[src/rtl/led_seq_pkg.sv]
// Shared types and elaboration helpers for the LED pattern sequencer.
// Step length is computed in 64-bit arithmetic so large clock rates cannot overflow.
package led_seq_pkg;

  typedef enum logic [1:0] {
    MODE_ROTATE = 2'd0,
    MODE_BOUNCE = 2'd1,
    MODE_FILL   = 2'd2,
    MODE_BLINK  = 2'd3
  } mode_e;

  function automatic int step_cycles(input longint clk_hz, input longint step_ms);
    return int'(clk_hz / 64'sd1000 * step_ms);
  endfunction

endpackage

[src/rtl/led_tick_gen.sv]
// Step prescaler: free-running 0..STEP_CYC-1 counter that stalls while en is low.
// tick is combinational (same cycle as the terminal count); clr wins over en.
module led_tick_gen #(
  parameter int STEP_CYC = 4
) (
  input  logic clk,
  input  logic rst_n,
  input  logic en,
  input  logic clr,
  output logic tick
);

  localparam int CW = (STEP_CYC > 2) ? $clog2(STEP_CYC) : 1;
  localparam logic [CW-1:0] CNT_LAST = CW'(STEP_CYC - 1);

  logic [CW-1:0] cnt_q, cnt_d;

  always_comb begin
    cnt_d = cnt_q;
    if (clr) begin
      cnt_d = '0;
    end else if (en) begin
      cnt_d = (cnt_q == CNT_LAST) ? '0 : cnt_q + CW'(1);
    end
  end

  always_ff @(posedge clk or negedge rst_n) begin
    if (!rst_n) begin
      cnt_q <= '0;
    end else begin
      cnt_q <= cnt_d;
    end
  end

  assign tick = en && (cnt_q == CNT_LAST);

endmodule

[src/rtl/led_pattern_seq.sv]
// LED pattern sequencer: rotate/bounce/fill/blink, one step per STEP_MS interval.
// led and step_pulse are registered and change together one cycle after the prescaler tick.
module led_pattern_seq
  import led_seq_pkg::*;
#(
  parameter int CLK_HZ     = 50_000_000,
  parameter int STEP_MS    = 1000,
  parameter int N_LED      = 4,
  parameter bit ACTIVE_LOW = 1'b0
) (
  input  logic             clk,
  input  logic             rst_n,
  input  logic             en,
  input  logic             restart,
  input  logic [1:0]       mode,
  input  logic             dir,
  output logic [N_LED-1:0] led,
  output logic             step_pulse
);

  localparam int STEP_CYC = step_cycles(CLK_HZ, STEP_MS);
  localparam int IW       = $clog2(N_LED + 1);
  localparam logic [IW-1:0]    IDX_LAST = IW'(N_LED - 1);
  localparam logic [IW-1:0]    IDX_FULL = IW'(N_LED);
  localparam logic [N_LED-1:0] LED_OFF  = {N_LED{ACTIVE_LOW}};

  if (STEP_CYC < 2) begin : g_bad_step
    $error("led_pattern_seq: STEP_CYC must be at least 2");
  end
  if (N_LED < 2 || N_LED > 32) begin : g_bad_nled
    $error("led_pattern_seq: N_LED must be in 2..32");
  end

  logic tick;

  led_tick_gen #(
    .STEP_CYC(STEP_CYC)
  ) u_tick (
    .clk  (clk),
    .rst_n(rst_n),
    .en   (en),
    .clr  (restart),
    .tick (tick)
  );

  mode_e            mode_in;
  mode_e            mode_q, mode_d;
  logic             started_q, started_d;
  logic [IW-1:0]    idx_q, idx_d;
  logic             up_q, up_d;
  logic             step_q, step_d;
  logic [N_LED-1:0] led_q, led_d;
  logic [N_LED-1:0] pat;
  logic [IW-1:0]    idx_inc, idx_dec;

  assign mode_in = mode_e'(mode);
  assign idx_inc = idx_q + IW'(1);
  assign idx_dec = idx_q - IW'(1);

  always_comb begin
    started_d = started_q;
    mode_d    = mode_q;
    idx_d     = idx_q;
    up_d      = up_q;
    step_d    = 1'b0;
    if (tick) begin
      step_d = 1'b1;
      // A fresh start or a mode change restarts the pattern at its first frame.
      if (!started_q || (mode_in != mode_q)) begin
        started_d = 1'b1;
        mode_d    = mode_in;
        case (mode_in)
          MODE_ROTATE: idx_d = dir ? IDX_LAST : '0;
          MODE_BOUNCE: begin
            idx_d = '0;
            up_d  = 1'b1;
          end
          default:     idx_d = IW'(1);
        endcase
      end else begin
        case (mode_q)
          MODE_ROTATE: begin
            if (dir) begin
              idx_d = (idx_q == '0) ? IDX_LAST : idx_dec;
            end else begin
              idx_d = (idx_q == IDX_LAST) ? '0 : idx_inc;
            end
          end
          MODE_BOUNCE: begin
            if (up_q) begin
              idx_d = idx_inc;
              if (idx_inc == IDX_LAST) up_d = 1'b0;
            end else begin
              idx_d = idx_dec;
              if (idx_dec == '0) up_d = 1'b1;
            end
          end
          MODE_FILL:   idx_d = (idx_q == IDX_FULL) ? '0 : idx_inc;
          default:     idx_d = (idx_q == '0) ? IW'(1) : '0;
        endcase
      end
    end
  end

  // Pattern is decoded from next state so led lands on the same edge as step_pulse.
  always_comb begin
    pat = '0;
    if (started_d) begin
      for (int i = 0; i < N_LED; i++) begin
        case (mode_d)
          MODE_ROTATE, MODE_BOUNCE: pat[i] = (IW'(i) == idx_d);
          MODE_FILL:                pat[i] = (IW'(i) < idx_d);
          default:                  pat[i] = (idx_d == IW'(1));
        endcase
      end
    end
  end

  assign led_d = pat ^ LED_OFF;

  always_ff @(posedge clk or negedge rst_n) begin
    if (!rst_n) begin
      started_q <= 1'b0;
      mode_q    <= MODE_ROTATE;
      idx_q     <= '0;
      up_q      <= 1'b1;
      step_q    <= 1'b0;
      led_q     <= LED_OFF;
    end else if (restart) begin
      started_q <= 1'b0;
      mode_q    <= MODE_ROTATE;
      idx_q     <= '0;
      up_q      <= 1'b1;
      step_q    <= 1'b0;
      led_q     <= LED_OFF;
    end else begin
      started_q <= started_d;
      mode_q    <= mode_d;
      idx_q     <= idx_d;
      up_q      <= up_d;
      step_q    <= step_d;
      led_q     <= led_d;
    end
  end

  assign led        = led_q;
  assign step_pulse = step_q;

endmodule
[config.mk]
export PLATFORM = sky130hd
export DESIGN_NAME = led_pattern_seq
export DESIGN_NICKNAME = d
export VERILOG_FILES = /design/src/rtl/led_seq_pkg.sv /design/src/rtl/led_tick_gen.sv /design/src/rtl/led_pattern_seq.sv
export SDC_FILE = /design/constraint.sdc
export NUM_CORES = 1
export LEC_CHECK = 0
export ABC_AREA = 1
export CAP_MARGIN = 20
export CORE_MARGIN = 3
export CORE_UTILIZATION = 40
export CTS_BUF_LIST = sky130_fd_sc_hd__clkbuf_2 sky130_fd_sc_hd__clkbuf_4 sky130_fd_sc_hd__clkbuf_8
export DETAILED_ROUTE_END_ITERATION = 10
export PLACE_DENSITY_LB_ADDON = 0.05
export SLEW_MARGIN = 10
export SYNTH_ARGS = -nofsm -noshare
export SYNTH_HDL_FRONTEND = slang
export SYNTH_SLANG_ARGS = --single-unit
[constraint.sdc]
create_clock -name clk -period 3.3 [get_ports clk]
set_input_delay 0.66 -clock clk [delete_from_list [all_inputs] [get_ports clk]]
set_output_delay 0.66 -clock clk [all_outputs]
set_load 0.005 [all_outputs]
==> results of run 1 <==
synthesized netlist by cell type:
master / instances
sky130_fd_sc_hd__nand2_2: 11
sky130_fd_sc_hd__clkinv_1: 3
sky130_fd_sc_hd__inv_2: 6
sky130_fd_sc_hd__nand3_1: 24
sky130_fd_sc_hd__a21oi_1: 18
sky130_fd_sc_hd__buf_2: 2
sky130_fd_sc_hd__nor2_4: 5
sky130_fd_sc_hd__nand4_1: 6
sky130_fd_sc_hd__nor2_2: 3
sky130_fd_sc_hd__a221oi_1: 1
sky130_fd_sc_hd__o21ai_0: 9
sky130_fd_sc_hd__ha_1: 8
sky130_fd_sc_hd__nor2_1: 54
sky130_fd_sc_hd__o21ai_1: 1
sky130_fd_sc_hd__a211oi_1: 4
sky130_fd_sc_hd__nor3_2: 2
sky130_fd_sc_hd__dfrtp_1: 37
sky130_fd_sc_hd__dfstp_2: 1
sky130_fd_sc_hd__o41ai_1: 1
sky130_fd_sc_hd__a31oi_1: 1
sky130_fd_sc_hd__nand3_2: 2
sky130_fd_sc_hd__o21a_1: 1
sky130_fd_sc_hd__buf_4: 1
sky130_fd_sc_hd__nor2_8: 1
sky130_fd_sc_hd__xor2_1: 9
sky130_fd_sc_hd__nand3b_4: 1
sky130_fd_sc_hd__xnor2_1: 2
sky130_fd_sc_hd__nand2_1: 89
sky130_fd_sc_hd__or2_2: 1
sky130_fd_sc_hd__inv_1: 47
sky130_fd_sc_hd__clkbuf_1: 1
sky130_fd_sc_hd__nor4_1: 3
sky130_fd_sc_hd__o31ai_1: 2
sky130_fd_sc_hd__nor3_1: 11
worst paths after layout:
check / slack [ps] / cells after the start / endpoint
max reg2reg: 1120 / 10 / u_tick.cnt_q[25]$_DFFE_PN0P_
min reg2reg: 530 / 2 / u_tick.cnt_q[1]$_DFFE_PN0P_
max in group asynchronous: 2240 / 1 / u_tick.cnt_q[21]$_DFFE_PN0P_
max: 880 / 10 / u_tick.cnt_q[24]$_DFFE_PN0P_
min: 490 / 1 / u_tick.cnt_q[11]$_DFFE_PN0P_
min in group clk: 530 / 2 / u_tick.cnt_q[1]$_DFFE_PN0P_
logic make-up (layout without fill, tap and decap cells):
| logic type | after synthesis | in the layout |
|---|---|---|
| AOI/OAI and AO/OA | 38 | 38 |
| xor gates and xnor gates | 11 | 11 |
| adders and majority gates | 8 | 8 |
| buffers and inverters | 60 | 76 |
| DFF | 38 | 38 |
| and+or+nand+nor | 213 | 213 |
flip-flops by register name (all words and copies together), names as in the netlist:
signal	flops
u_tick.cnt_q	26
led	4
idx_q	3
mode_q	2
started_q	1
step_pulse	1
up_q	1
power groups by stage:
| stage | clock network [mW] | logic, mW | registers (mW) |
|---|---|---|---|
| 2_1_floorplan | 0 | 0.0277 | 0.481 |
| 3_3_place_gp | 0 | 0.0524 | 0.482 |
| 3_5_place_dp | 0 | 0.0531 | 0.482 |
| 4_1_cts | 0.360 | 0.0534 | 0.472 |
| 5_1_grt | 0.379 | 0.0611 | 0.473 |
| 6_report | 0.350 | 0.0525 | 0.472 |
critical path, cell delays in order:
cell                              delay, ps
sky130_fd_sc_hd__clkdlybuf4s50_1        740
sky130_fd_sc_hd__nor2_2                 160
sky130_fd_sc_hd__inv_2                  200
sky130_fd_sc_hd__nand3_1                160
sky130_fd_sc_hd__nor3_2                 180
sky130_fd_sc_hd__nand2_1                 80
sky130_fd_sc_hd__inv_1                  110
sky130_fd_sc_hd__nand3_1                100
sky130_fd_sc_hd__o21ai_0                160
sky130_fd_sc_hd__a21oi_1                 50
metal layers:
metal,vias up,share of wire
met4,0,0.0068
li1,1195,-
met1,1076,0.55
met5,-,0
met2,38,0.40
met3,2,0.041
final cells by class:
cell class / count / area [µm²]
Inverter: 56 / 210
Sequential cell: 38 / 952
Multi-Input combinational cell: 270 / 1410
Clock buffer: 6 / 82.6
Timing Repair Buffer: 12 / 113
Tap cell: 75 / 93.8
Fill cell: 654 / 3220
Clock inverter: 2 / 12.5
stage by stage:
| step | total power, mW | setup slack, ps | cells | hold slack, ps |
|---|---|---|---|---|
| 2_1_floorplan | 0.509 | 1450 | 368 | 364 |
| 5_1_grt | 0.913 | 690 | 459 | 552 |
| 3_5_place_dp | 0.535 | 587 | 451 | 512 |
| 6_report | 0.875 | 881 | 459 | 485 |
| 3_3_place_gp | 0.534 | 635 | 451 | 542 |
| 4_1_cts | 0.886 | 900 | 459 | 525 |
cells in the final DEF (no fill, tap or decap), drive strengths merged, types with 8 or more instances in the layout:
cell	n
nand2	100
nor2	63
inv	53
dfrtp	37
nand3	26
a21oi	18
nor3	13
clkdlybuf4s50	10
o21ai	10
xor2	9
ha	8
==> insert_results.sql, run 1 <==
INSERT INTO impl_metrics (metric_group, metric, value, unit) VALUES
('sta', 'setup_viol_count_final', '0', ''),
('logic_synthesis', 'syn_area', '2590', 'µm²'),
('power_and_ir_drop', 'sw_frac_of_total', '0.254', ''),
('finish', 'final_nets', '398', ''),
('global_route', 'first_global_vias', '2309', ''),
('clock_network', 'cts_post_setup_buffers_inserted', '0', ''),
('clock_network', 'cts_num_sinks', '38', ''),
('die', 'chipHeight', '86.5', 'µm'),
('die', 'fp.dieArea', '7490', 'µm²'),
('logic_synthesis', 'muxShareOfSynthArea', '0', ''),
('route', 'drt-total-wl', '6430', 'µm'),
('route', 'drt_first_iter_violations', '180', ''),
('logic_synthesis', 'largest_family_of_logic_cells_by_synthesized_area', 'simple AND/OR/NAND/NOR gates', ''),
('clock_network', 'hold_buffers', '0', ''),
('die', 'ios', '12', ''),
('die', 'fp.coreArea', '6100', 'µm²'),
('logic_synthesis', 'synth.ff_latch_count', '38', ''),
('power_and_ir_drop', 'power.static_leakage', '1.33', 'nW'),
('finish', 'antenna_cells', '0', ''),
('logic_synthesis', 'synthesis.nets', '383', ''),
('clock_network', 'cts_resized', '0', ''),
('finish', 'post_route_cells_drive_above_1_share', '0.112', ''),
('run_status', 'status', 'finished clean', ''),
('die', 'die_x', '86.5', 'µm'),
('power_and_ir_drop', 'internal_power', '653', 'µW'),
('place', 'gpl.final_weighted_congestion', '0.832', ''),
('route', 'post-route-drc-count', '0', ''),
('critical_path', 'cp-end-kind', 'register', ''),
('clock_network', 'clock-root-buffer', 'sky130_fd_sc_hd__clkbuf_8', ''),
('critical_path', 'category_of_the_most_critical_setup_path', 'in -> reg', ''),
('clock_network', 'cts.path.max_buffers', '2', ''),
('sta', 'relSlewSlack', '0.397', ''),
('logic_synthesis', 'synth_area_leader_cell', 'sky130_fd_sc_hd__dfrtp_1', ''),
('power_and_ir_drop', 'power.net_switching', '222', 'µW'),
('sta', 'pins_over_slew_limit', '0', ''),
('finish', 'synthToLayoutAreaGrowth', '10.8', '%'),
('die', 'std_cell_rows', '28', ''),
('global_route', 'grt_start_max_net_pins', '39', ''),
('sta', 'layout_min_cycle_time', '2420', 'ps'),
('die', 'start_util', '0.426', ''),
('route', 'vias', '2311', ''),
('clock_network', 'clk_latency', '300', 'ps'),
('route', 'ant_nets', '0', ''),
('finish', 'layout.cell_area.non_filler', '2880', 'µm²'),
('logic_synthesis', 'synth_top_area_share', '0.357', ''),
('global_route', 'grt.met3_usage', '0.0323', ''),
('sta', 'timing.fmax', '413', 'MHz'),
('place', 'dpl.hpwl', '4900', 'µm'),
('min_path', 'hp-class', 'in -> async', ''),
('route', 'vias_per_cell', '5.03', ''),
('logic_synthesis', 'fraction_of_the_mapped_netlist_area_in_compound_gates', '0.0834', ''),
('critical_path', 'crit_path_start_kind', 'input port', ''),
('finish', 'final_util', '0.472', ''),
('sta', 'max_slew.worst_pin.slew', '905', 'ps'),
('power_and_ir_drop', 'share_comb_of_total_power', '0.060', ''),
('power_and_ir_drop', 'cellPowerDensity', '304', 'nW/µm²'),
('place', 'port_buffers', '11', ''),
('clock_network', 'path_clk_slew', '80', 'ps'),
('route', 'detail_route.wl_per_cell', '14.0', 'µm'),
('critical_path', 'crit_path_max_fanout', '10', ''),
('global_route', 'grt_antenna_before_repair', '0', ''),
('global_route', 'groute.usage.overall', '0.194', ''),
('power_and_ir_drop', 'power.share.clock', '0.400', ''),
('critical_path', 'worst_setup_path_startpoint', 'en', ''),
('logic_synthesis', 'postSynthCellCount', '368', ''),
('place', 'dpl-instance-area', '2780', 'µm²'),
('global_route', 'wire_length_of_the_first_global_routing_pass', '11400', 'µm'),
('sta', 'fin_crit_sh', '0.733', ''),
('logic_synthesis', 'yosys.area_share.simple', '0.385', ''),
('global_route', 'global_route.peak_usage_layer', 'met1', ''),
('global_route', 'use_met1', '0.308', '');
Power figures use the tool's default switching activity.
==> run 2, diff against run 1 <==
==> constraint.sdc (replaced) <==
create_clock -name clk -period 2.3 [get_ports clk]
set_input_delay 0.46 -clock clk [delete_from_list [all_inputs] [get_ports clk]]
set_output_delay 0.46 -clock clk [all_outputs]
set_load 0.005 [all_outputs]
==> run 2 against run 1 <==
Effect of this change: register-to-register slack worse by 850 ps; largest power group is now the clock network; critical path type is now reg -> reg; die area did not move; hold slack worse by 360 ps; core utilization increased by 2.3 points; cell count is 2.8% higher; routed wire length fell by 2.4%; sequential cell count did not move; highest routed layer unchanged; first-iteration DRC count is 34% lower; sequential share of layout area down 1.5 points; design area is 4.9% higher; largest cell class unchanged; critical endpoint is now led[3]$_DFF_PN0_; via count down 0.74%.
==> insert_results.sql, run 2 (synthesis results as in run 1) <==
INSERT INTO impl_metrics (metric_group, metric, value, unit) VALUES
('global_route', 'wire_length_of_the_first_global_routing_pass', '10900', 'µm'),
('finish', 'final_nets', '411', ''),
('critical_path', 'slowest_delay', '430', 'ps'),
('clock_network', 'clock-root-buffer', 'sky130_fd_sc_hd__clkbuf_8', ''),
('sta', 'timing.fmax', '493', 'MHz'),
('finish', 'final_cells', '472', ''),
('sta', 'pins_over_slew_limit', '0', ''),
('clock_network', 'cts_resized', '0', ''),
('critical_path', 'critPathRequiredTime', '2520', 'ps'),
('finish', 'layout.cell_area.non_filler', '3020', 'µm²'),
('critical_path', 'crit_path_start_kind', 'register', ''),
('critical_path', 'critPathArrivalTime', '2250', 'ps'),
('die', 'die_x', '86.5', 'µm'),
('clock_network', 'path_clk_slew', '80', 'ps'),
('critical_path', 'worstPathCellList', 'inv_1 > ha_1 > inv_1 > nand2_1 > a21oi_1 > nor2_1 > nand3_1 > nand2_1 > nand2_1 > nand2_2 > nor2_1 > nand2_1 > nand2_1 > nand2_1 > nor2_1', ''),
('sta', 'rsz0062_at_grt', 'no', ''),
('finish', 'final_util', '0.495', ''),
('die', 'start_util', '0.426', ''),
('sta', 'max_slew.worst_pin.slew', '512', 'ps'),
('critical_path', 'r2r_cells', '15', ''),
('sta', 'hold_viol_final', '0', ''),
('clock_network', 'clk_latency', '290', 'ps'),
('place', 'port_buffers', '11', ''),
('global_route', 'globalRoute.totalOverflow', '0', ''),
('global_route', 'grt_antenna_before_repair', '0', ''),
('critical_path', 'category_of_the_most_critical_setup_path', 'reg -> reg', ''),
('global_route', 'grt_start_max_net_pins', '23', ''),
('die', 'std_cell_rows', '28', ''),
('clock_network', 'cts_num_sinks', '38', ''),
('sta', 'tns', '0', 'ps'),
('critical_path', 'critPathSlowestCell', 'sky130_fd_sc_hd__dfrtp_1', ''),
('sta', 'postLayoutSetupSlackWorst', '272', 'ps'),
('finish', 'antenna_cells', '0', ''),
('place', 'gpl.final_weighted_congestion', '0.860', ''),
('critical_path', 'worst_setup_slack_for_register_to_register_paths', '270', 'ps'),
('route', 'vias', '2294', ''),
('die', 'chipHeight', '86.5', 'µm'),
('route', 'drt_pre_antenna_iters', '4', ''),
('sta', 'relSlewSlack', '0.659', ''),
('clock_network', 'cts_made_buffers', '5', ''),
('critical_path', 'rr_endpoint', 'led[3]$_DFF_PN0_', ''),
('place', 'dpl.hpwl', '4950', 'µm'),
('finish', 'final_cell_mix', '89 x sky130_fd_sc_hd__nand2_1, 54 x sky130_fd_sc_hd__nor2_1, 46 x sky130_fd_sc_hd__inv_1', ''),
('power_and_ir_drop', 'design_power_total', '1.45', 'mW'),
('sta', 'fin_crit_sh', '0.882', ''),
('finish', 'synthToLayoutAreaGrowth', '16.2', '%'),
('place', 'dpl-instance-area', '2880', 'µm²'),
('route', 'drt-total-wl', '6270', 'µm'),
('critical_path', 'cp-end-kind', 'register', ''),
('place', 'place_inst', '464', ''),
('power_and_ir_drop', 'vdd_ir_drop_max', '0.340', 'mV'),
('die', 'ios', '12', ''),
('die', 'fp.coreArea', '6100', 'µm²'),
('place', 'preCtsSetupSlack', '35.0', 'ps'),
('critical_path', 'crit_path_max_fanout', '7', ''),
('run', 'cap_viol_max_count', '0', ''),
('critical_path', 'timing.rr.start', 'idx_q[1]$_DFF_PN0_', ''),
('route', 'vias_per_cell', '4.86', ''),
('route', 'post-route-drc-count', '0', ''),
('critical_path', 'worst_setup_path_startpoint', 'idx_q[1]$_DFF_PN0_', ''),
('clock_network', 'hold_buffers', '0', ''),
('finish', 'layout_commonest_cell', 'sky130_fd_sc_hd__nand2_1', ''),
('clock_network', 'cts.htree.levels', '2', ''),
('critical_path', 'critPathMostFrequentCell', 'sky130_fd_sc_hd__nand2_1', ''),
('finish', 'registers.top_by_ff_count', 'u_tick.cnt_q', ''),
('route', 'ant_nets', '0', ''),
('global_route', 'groute.usage.overall', '0.186', ''),
('global_route', 'first_global_vias', '2273', ''),
('finish', 'post_route_cells_drive_above_1_share', '0.146', ''),
('clock_network', 'cts_tree', 'done', ''),
('finish', 'filler_cell_count', '633', ''),
('route', 'detail_route.wl_per_cell', '13.3', 'µm'),
('sta', 'clock-skew-final', '4.49', 'ps'),
('finish', 'number_of_flip_flops_under_the_largest_register_name', '26', ''),
('power_and_ir_drop', 'power.static_leakage', '1.42', 'nW'),
('power_and_ir_drop', 'cellPowerDensity', '481', 'nW/µm²'),
('clock_network', 'cts_post_setup_buffers_inserted', '0', ''),
('sta', 'layout_min_cycle_time', '2030', 'ps'),
('die', 'fp.dieArea', '7490', 'µm²'),
('clock_network', 'cts.path.max_buffers', '2', ''),
('route', 'drt_first_iter_violations', '118', ''),
('sta', 'hold_ws', '130', 'ps'),
('run_status', 'status', 'finished clean', ''),
('min_path', 'hp-class', 'in -> async', ''),
('sta', 'setup_viol_count_final', '0', '');
run 2: changes by cell type in the layout (fill, tap and decap cells not counted), sizes merged:
cell      change
clkinvlp      -1
buf          +13
clkbuf        -1
bufinv        +2
run 2: worst max-delay path by stage:
stage | slack (ps) | end | cells past startpoint
global placement | 110 | led[3]$_DFF_PN0_ | 15
detailed placement | 30 | led[3]$_DFF_PN0_ | 15
CTS | 200 | led[3]$_DFF_PN0_ | 15
finish | 270 | led[3]$_DFF_PN0_ | 15
global route | 60 | led[3]$_DFF_PN0_ | 15
floorplan | 520 | led[3]$_DFF_PN0_ | 15
run 2: power by group:
part           internal [mW]  total (mW)  switching, mW
Sequential             0.673       0.678        0.00438
Combinational         0.0314      0.0859         0.0545
Clock                  0.435       0.686          0.252
Total                   1.14        1.45          0.310
run 2: layer usage:
metal / share of wire / vias to the layer above / global-route usage
li1: - / 1225 / -
met1: 0.54 / 1032 / 0.289
met2: 0.42 / 33 / 0.264
met3: 0.031 / 4 / 0.0266
met4: 0.0072 / 0 / 0.0538
met5: 0 / - / 0
run 2: final cells by class:
| cell class | count | area (µm²) | area share |
|---|---|---|---|
| multi-input cells | 270 | 1410 | 0.468 |
| flip-flops and latches | 38 | 953 | 0.316 |
| well taps | 75 | 93.8 | 0.0311 |
| clock inverters | 3 | 68.8 | 0.0228 |
| clock buffers | 5 | 68.8 | 0.0228 |
| inverters | 56 | 210 | 0.0697 |
| repair buffers | 25 | 210 | 0.0697 |
run 2: critical path: cells and delay by family (launching register included):
| kind | cells | cell delay, ps |
|---|---|---|
| compound gates | 1 | 120 |
| fa+ha+maj | 1 | 310 |
| buf+inv | 2 | 260 |
| flops | 1 | 430 |
| simple gates | 11 | 860 |
==> run 3, diff against run 2 <==
--- a/config.mk
+++ b/config.mk
@@ -6,10 +6,10 @@
 export NUM_CORES = 1
 export LEC_CHECK = 0
 export ABC_AREA = 1
-export CAP_MARGIN = 20
 export CORE_MARGIN = 3
 export CORE_UTILIZATION = 40
 export CTS_BUF_LIST = sky130_fd_sc_hd__clkbuf_2 sky130_fd_sc_hd__clkbuf_4 sky130_fd_sc_hd__clkbuf_8
+export CTS_CLUSTER_DIAMETER = 150
 export DETAILED_ROUTE_END_ITERATION = 10
 export PLACE_DENSITY_LB_ADDON = 0.05
 export SLEW_MARGIN = 10
==> results of run 3 <==
Final layout, timing and power as in run 2 (identical DEF).
